==> src/rtl/tristate_bus_arbiter_if.sv <==
// Bus-side signal bundle for tristate_bus_arbiter: requests in, grant and bufif enables out.
// master = arbiter side, slave = requester / driver-bank side.
interface tristate_bus_arbiter_if #(
   parameter int unsigned N_REQ = 4
);
   localparam int unsigned SW = $clog2(N_REQ);

   logic [N_REQ-1:0] req;
   logic [N_REQ-1:0] grant;
   logic [N_REQ-1:0] drv_en;
   logic [SW-1:0]    sel;
   logic             bus_idle;

   modport master (input req, output grant, output drv_en, output sel, output bus_idle);
   modport slave  (output req, input grant, input drv_en, input sel, input bus_idle);
endinterface

==> src/rtl/tristate_bus_arbiter.sv <==
// Round-robin, break-before-make arbiter for a bank of bufif1 bus drivers.
// Optional owner preemption after HOLD_MAX cycles: define ARB_HOLD_LIMIT_EN.
module tristate_bus_arbiter #(
   parameter int unsigned N_REQ    = 4,
   parameter int unsigned TURN     = 1,
   parameter int unsigned HOLD_MAX = 8
) (
   input logic                    clk,
   input logic                    rst_n,
   tristate_bus_arbiter_if.master bus
);
   localparam int unsigned SW = $clog2(N_REQ);
   localparam int unsigned GW = 3;
   localparam int unsigned HW = 8;

   if (N_REQ < 2 || N_REQ > 16 || TURN < 1 || TURN > 7 || HOLD_MAX < 2 || HOLD_MAX > 255)
   begin : g_param_check
      $error("tristate_bus_arbiter: parameter out of range");
   end

   typedef enum logic [1:0] {IDLE, OWN, GAP} state_t;

   state_t           state, state_n;
   logic [SW-1:0]    ptr, ptr_n;
   logic [SW-1:0]    sel_q, sel_n;
   logic [SW-1:0]    win, idx;
   logic             win_vld;
   logic [N_REQ-1:0] win_oh;
   logic [N_REQ-1:0] grant_q, grant_n;
   logic [N_REQ-1:0] drv_q, drv_n;
   logic             idle_q, idle_n;
   logic [GW-1:0]    gap_cnt, gap_n;
`ifdef ARB_HOLD_LIMIT_EN
   logic [HW-1:0]    hold_cnt, hold_n;
   logic             preempt;
`endif

   // Round-robin search starting at ptr; first requester found wins.
   always_comb begin
      win     = '0;
      win_vld = 1'b0;
      idx     = '0;
      for (int unsigned i = 0; i < N_REQ; i++) begin
         idx = SW'((32'(ptr) + i) % N_REQ);
         if (!win_vld && bus.req[idx]) begin
            win     = idx;
            win_vld = 1'b1;
         end
      end
   end

   assign win_oh = N_REQ'(1) << win;

   // Next state and next registered outputs.
   always_comb begin
      state_n = state;
      ptr_n   = ptr;
      sel_n   = sel_q;
      grant_n = grant_q;
      drv_n   = drv_q;
      idle_n  = idle_q;
      gap_n   = gap_cnt;
`ifdef ARB_HOLD_LIMIT_EN
      hold_n  = hold_cnt;
      preempt = 1'b0;
`endif
      case (state)
         IDLE: begin
            if (win_vld) begin
               state_n = OWN;
               grant_n = win_oh;
               drv_n   = win_oh;
               sel_n   = win;
               ptr_n   = SW'((32'(win) + 32'd1) % N_REQ);
               idle_n  = 1'b0;
`ifdef ARB_HOLD_LIMIT_EN
               hold_n  = '0;
`endif
            end
         end
         OWN: begin
`ifdef ARB_HOLD_LIMIT_EN
            hold_n  = (hold_cnt == HW'(HOLD_MAX - 1)) ? hold_cnt : hold_cnt + HW'(1);
            preempt = (hold_cnt == HW'(HOLD_MAX - 1)) && (|(bus.req & ~grant_q));
            if (!bus.req[sel_q] || preempt) begin
`else
            if (!bus.req[sel_q]) begin
`endif
               state_n = GAP;
               grant_n = '0;
               drv_n   = '0;
               gap_n   = '0;
            end
         end
         GAP: begin
            if (gap_cnt == GW'(TURN - 1)) begin
               if (win_vld) begin
                  state_n = OWN;
                  grant_n = win_oh;
                  drv_n   = win_oh;
                  sel_n   = win;
                  ptr_n   = SW'((32'(win) + 32'd1) % N_REQ);
`ifdef ARB_HOLD_LIMIT_EN
                  hold_n  = '0;
`endif
               end else begin
                  state_n = IDLE;
                  idle_n  = 1'b1;
               end
            end else begin
               gap_n = gap_cnt + GW'(1);
            end
         end
         default: begin
            state_n = IDLE;
            grant_n = '0;
            drv_n   = '0;
            idle_n  = 1'b1;
         end
      endcase
   end

   // State and output registers; reset drops every enable on the first low edge.
   always_ff @(posedge clk) begin
      if (!rst_n) begin
         state   <= IDLE;
         ptr     <= '0;
         sel_q   <= '0;
         grant_q <= '0;
         drv_q   <= '0;
         idle_q  <= 1'b1;
         gap_cnt <= '0;
`ifdef ARB_HOLD_LIMIT_EN
         hold_cnt <= '0;
`endif
      end else begin
         state   <= state_n;
         ptr     <= ptr_n;
         sel_q   <= sel_n;
         grant_q <= grant_n;
         drv_q   <= drv_n;
         idle_q  <= idle_n;
         gap_cnt <= gap_n;
`ifdef ARB_HOLD_LIMIT_EN
         hold_cnt <= hold_n;
`endif
      end
   end

   assign bus.grant    = grant_q;
   assign bus.drv_en   = drv_q;
   assign bus.sel      = sel_q;
   assign bus.bus_idle = idle_q;
endmodule
==> src/flat_wrapper.sv <==
// flat-port wrapper written by rule: the top's interface ports become plain ports
module tristate_bus_arbiter_flat 
#(
   parameter int unsigned N_REQ    = 4,
   parameter int unsigned TURN     = 1,
   parameter int unsigned HOLD_MAX = 8
)
  (clk, rst_n, bus_req, bus_grant, bus_drv_en, bus_sel, bus_bus_idle);
  tristate_bus_arbiter_if #(.N_REQ(N_REQ)) bus_i ();
  input logic clk;
  input logic rst_n;
  input wire logic [$bits(bus_i.req)-1:0] bus_req;
  output wire logic [$bits(bus_i.grant)-1:0] bus_grant;
  output wire logic [$bits(bus_i.drv_en)-1:0] bus_drv_en;
  output wire logic [$bits(bus_i.sel)-1:0] bus_sel;
  output wire logic [$bits(bus_i.bus_idle)-1:0] bus_bus_idle;
  assign bus_i.req = bus_req;
  assign bus_grant = bus_i.grant;
  assign bus_drv_en = bus_i.drv_en;
  assign bus_sel = bus_i.sel;
  assign bus_bus_idle = bus_i.bus_idle;
  tristate_bus_arbiter #(.N_REQ(N_REQ), .TURN(TURN), .HOLD_MAX(HOLD_MAX)) u_core (.clk(clk), .rst_n(rst_n), .bus(bus_i));
endmodule
==> config.mk <==
export PLATFORM = sky130hd
export DESIGN_NAME = tristate_bus_arbiter_flat
export DESIGN_NICKNAME = d
export VERILOG_FILES = /design/src/rtl/tristate_bus_arbiter_if.sv /design/src/rtl/tristate_bus_arbiter.sv /design/src/flat_wrapper.sv
export SDC_FILE = /design/constraint.sdc
export NUM_CORES = 1
export LEC_CHECK = 0
export BUFFER_PORTS_ARGS = -buffer_cell sky130_fd_sc_hd__buf_2
export CAP_MARGIN = 15
export CORE_MARGIN = 2
export CORE_UTILIZATION = 54
export DETAILED_ROUTE_END_ITERATION = 10
export PLACE_DENSITY = 0.77
export SKIP_CTS_REPAIR_TIMING = 1
export SLEW_MARGIN = 20
export SYNTH_ARGS = -nofsm -noshare
export SYNTH_HDL_FRONTEND = slang
export SYNTH_SLANG_ARGS = --single-unit
==> constraint.sdc <==
create_clock -name clk -period 2 [get_ports clk]
set_clock_uncertainty 0.2 [all_clocks]
set_input_delay 0.2 -clock clk [delete_from_list [all_inputs] [get_ports clk]]
set_output_delay 0.2 -clock clk [all_outputs]
set_load 0.05 [all_outputs]
==> summary.txt <==
fraction of layout cells with a size suffix above 1 -> 21.4%
Root Buffer -> clkbuf_4
fillers -> 156
sequential-to-total area share from yosys stat -> 28.5%
number of flops mapped to enable cells by yosys -> 0
WP data arrival -> 1.83 ns
total of max-cap violations -> 0
area leader, netlist -> dfxtp_1
R2R Path End -> u_core.ptr[1]$_SDFFE_PN0P_
synthesized flop and latch total -> 14
Sink Count -> 14
Final min period -> 1.86 ns
Die Footprint -> 0.00218 mm²
die height -> 46.7 µm
Final period util -> 93.1%
CTS Buf Count -> 3
hold wc startpoint -> rst_n
crit path max fanout -> 7
post-synthesis instance area -> 985 µm²
largest net degree at the start of global routing -> 20
Clock Latency Late Sink -> 0.29 ns
DIE WIDTH -> 46.7 µm
GR Util All Layers -> 22.1%
Area growth, synth to finish -> 13.7%
CORE AREA -> 0.00173 mm²
buffers added on ports -> 16
Synth Warn # -> 0
worst hold-check path type -> input port to flip-flop
Power Density -> 1450 mW/mm²
Starting Density -> 57.0%
row count -> 15
Via Count -> 885
WL per Instance -> 13.3 µm
NumNets Final -> 149
RSZ-0062 raised after global routing -> false
Detailed Place HPWL -> 1580 µm
Util after Layout -> 64.9%
placed insts -> 152
Slew @ Worst Pin -> 0.369 ns
critical path type -> flip-flop to flip-flop
Max Slew Vio Count -> 0
depth of the most critical reg-to-reg path -> 6
global route total overflow -> 0
Post-DP Area -> 0.00107 mm²
Achievable Freq -> 0.537 GHz
number of global-route vias before repair -> 776
total negative slack -> 0 ns
first-pass GRT wire length -> 3280 µm
CP startpoint kind -> flip-flop
n_diodes -> 0
Synth top area share -> 28.5%
initial antenna violation count -> 0
Post-Layout Cell Count -> 156
hold path depth -> 2
Leak Pwr -> 0.504 nW
Slew Limit Headroom -> 75.2%
syn_area_per_cell -> 8.49 µm²
clock buffer depth -> 2
final wirelength -> 2070 µm
Reg2Reg Launch Point -> u_core.state[0]$_SDFFE_PN0P_
1st-pass router iterations -> 4
main area contributors after synthesis -> dfxtp_1 28%, ha_1 14%, mux2i_1 9.1%
remaining routing DRC violations -> 0
Clock transition at path regs -> 0.08 ns
CTS tree -> yes
R2R setup slack -> 0.14 ns
CP endpoint kind -> flip-flop
I/O pin cnt -> 17
Worst Hold Endpoint -> u_core.bus.bus_idle$_SDFFE_PN1P_
Final setup viols -> 0
outcome -> finished, final reports clean
Synth Instances -> 116
fin area -> 0.00112 mm²
RePlAce Congestion -> 0.833
peak supply drop -> 0.723 mV
Post-synth ARST share -> 0%
number of H-tree levels -> 1
post-synth cell types -> 33
initial drt markers -> 14
antenna viol nets, final -> 0
Critical Path RT -> 1.97 ns
routed vias/inst -> 5.67
net count after synthesis -> 133
final hold violation count -> 0
commonest register cell after synthesis -> dfxtp_1
-- synthesized netlist by cell type, drive strengths merged, types with 2 or more instances --
library cell	instances
nor2	5
mux2i	9
and3	2
clkbuf	3
o21ai	4
nand2b	3
inv	7
buf	4
o22ai	2
o221ai	2
nand3	6
a21oi	6
ha	11
o211ai	2
dfxtp	14
nand2	16
nor2b	5
o32ai	2
-- metal layers --
layer	track usage [%]	share of wire, %	vias up	wire [µm]
li1	-	-	434	-
met1	27.3	45	404	936
met2	34.4	46	43	958
met3	5.49	6.3	4	131
met4	13.3	2.1	0	43
met5	0	0	-	0
-- critical path: stages (launching register included) --
cell	delay, ns
dfxtp_1	0.36
inv_1	0.09
ha_1	0.29
nor2_1	0.16
a211oi_4	0.37
mux2i_1	0.22
nor2_1	0.06
-- worst max-delay path by stage --
| stage | start | endpoint | slack [ns] | depth (start not counted) |
|---|---|---|---|---|
| 4_1_cts | u_core.ptr[1]$_SDFFE_PN0P_ | u_core.ptr[1]$_SDFFE_PN0P_ | 0.1 | 7 |
| 3_5_place_dp | u_core.ptr[1]$_SDFFE_PN0P_ | u_core.ptr[1]$_SDFFE_PN0P_ | 0.11 | 7 |
| 3_3_place_gp | u_core.ptr[1]$_SDFFE_PN0P_ | u_core.ptr[1]$_SDFFE_PN0P_ | 0.21 | 7 |
| 2_1_floorplan | u_core.bus.sel[0]$_SDFFE_PN0P_ | u_core.gap_cnt[1]$_SDFFE_PN0P_ | 0.21 | 4 |
| 5_1_grt | u_core.ptr[1]$_SDFFE_PN0P_ | u_core.ptr[1]$_SDFFE_PN0P_ | 0.007 | 7 |
| 6_report | u_core.state[0]$_SDFFE_PN0P_ | u_core.ptr[1]$_SDFFE_PN0P_ | 0.14 | 6 |
-- cell type report --
type                    count  area [µm²]  share of cell area (%)
well taps                  25        31.3                    2.79
multi-input cells          88         651                    58.1
flip-flops and latches     14         280                    25.0
clock buffers               4        36.3                    3.24
inverters                   7        26.3                    2.35
repair buffers             18        95.1                    8.49
-- sequential cells by signal (all words and copies together), names as in the netlist --
signal,cells
u_core.bus.sel,2
u_core.bus.drv_en,4
u_core.state,2
u_core.gap_cnt,3
u_core.ptr,2
u_core.bus.bus_idle,1
-- cell usage in the layout (no fill, tap or decap), types with 2 or more instances in the layout --
master	n
o32ai_1	2
nor2b_1	5
clkbuf_4	3
dfxtp_1	14
nor2_1	5
ha_1	11
a21oi_1	6
and3_1	2
nand2b_1	3
inv_1	7
nand2_1	16
o21ai_0	3
o221ai_1	2
buf_4	2
buf_2	16
nand3_1	6
mux2i_1	9
-- where the power goes --
group          total, mW  internal, mW  switching [mW]
logic              0.968         0.337           0.631
clock network      0.210         0.111          0.0988
registers          0.447         0.362          0.0849
-- logic make-up (layout without fill, tap and decap cells) --
group	Yosys count	after routing	share of synthesized area (%)
and+or+nand+nor	44	44	22.9
AOI/OAI and AO/OA	24	24	18.7
DFF	14	14	28.5
buffers and inverters	14	29	6.86
adders and majority gates	11	11	14.0
muxes	9	9	9.15
-- metrics by stage --
step | setup slack [ns] | total power [mW] | hold WS (ns)
2_1_floorplan | 0.214 | 1.21 | 0.225
3_3_place_gp | 0.209 | 1.37 | 0.252
3_5_place_dp | 0.111 | 1.39 | 0.261
4_1_cts | 0.0981 | 1.60 | 0.0715
5_1_grt | 0.00661 | 1.74 | 0.129
6_report | 0.139 | 1.62 | 0.0783
Power figures use the tool's default switching activity.
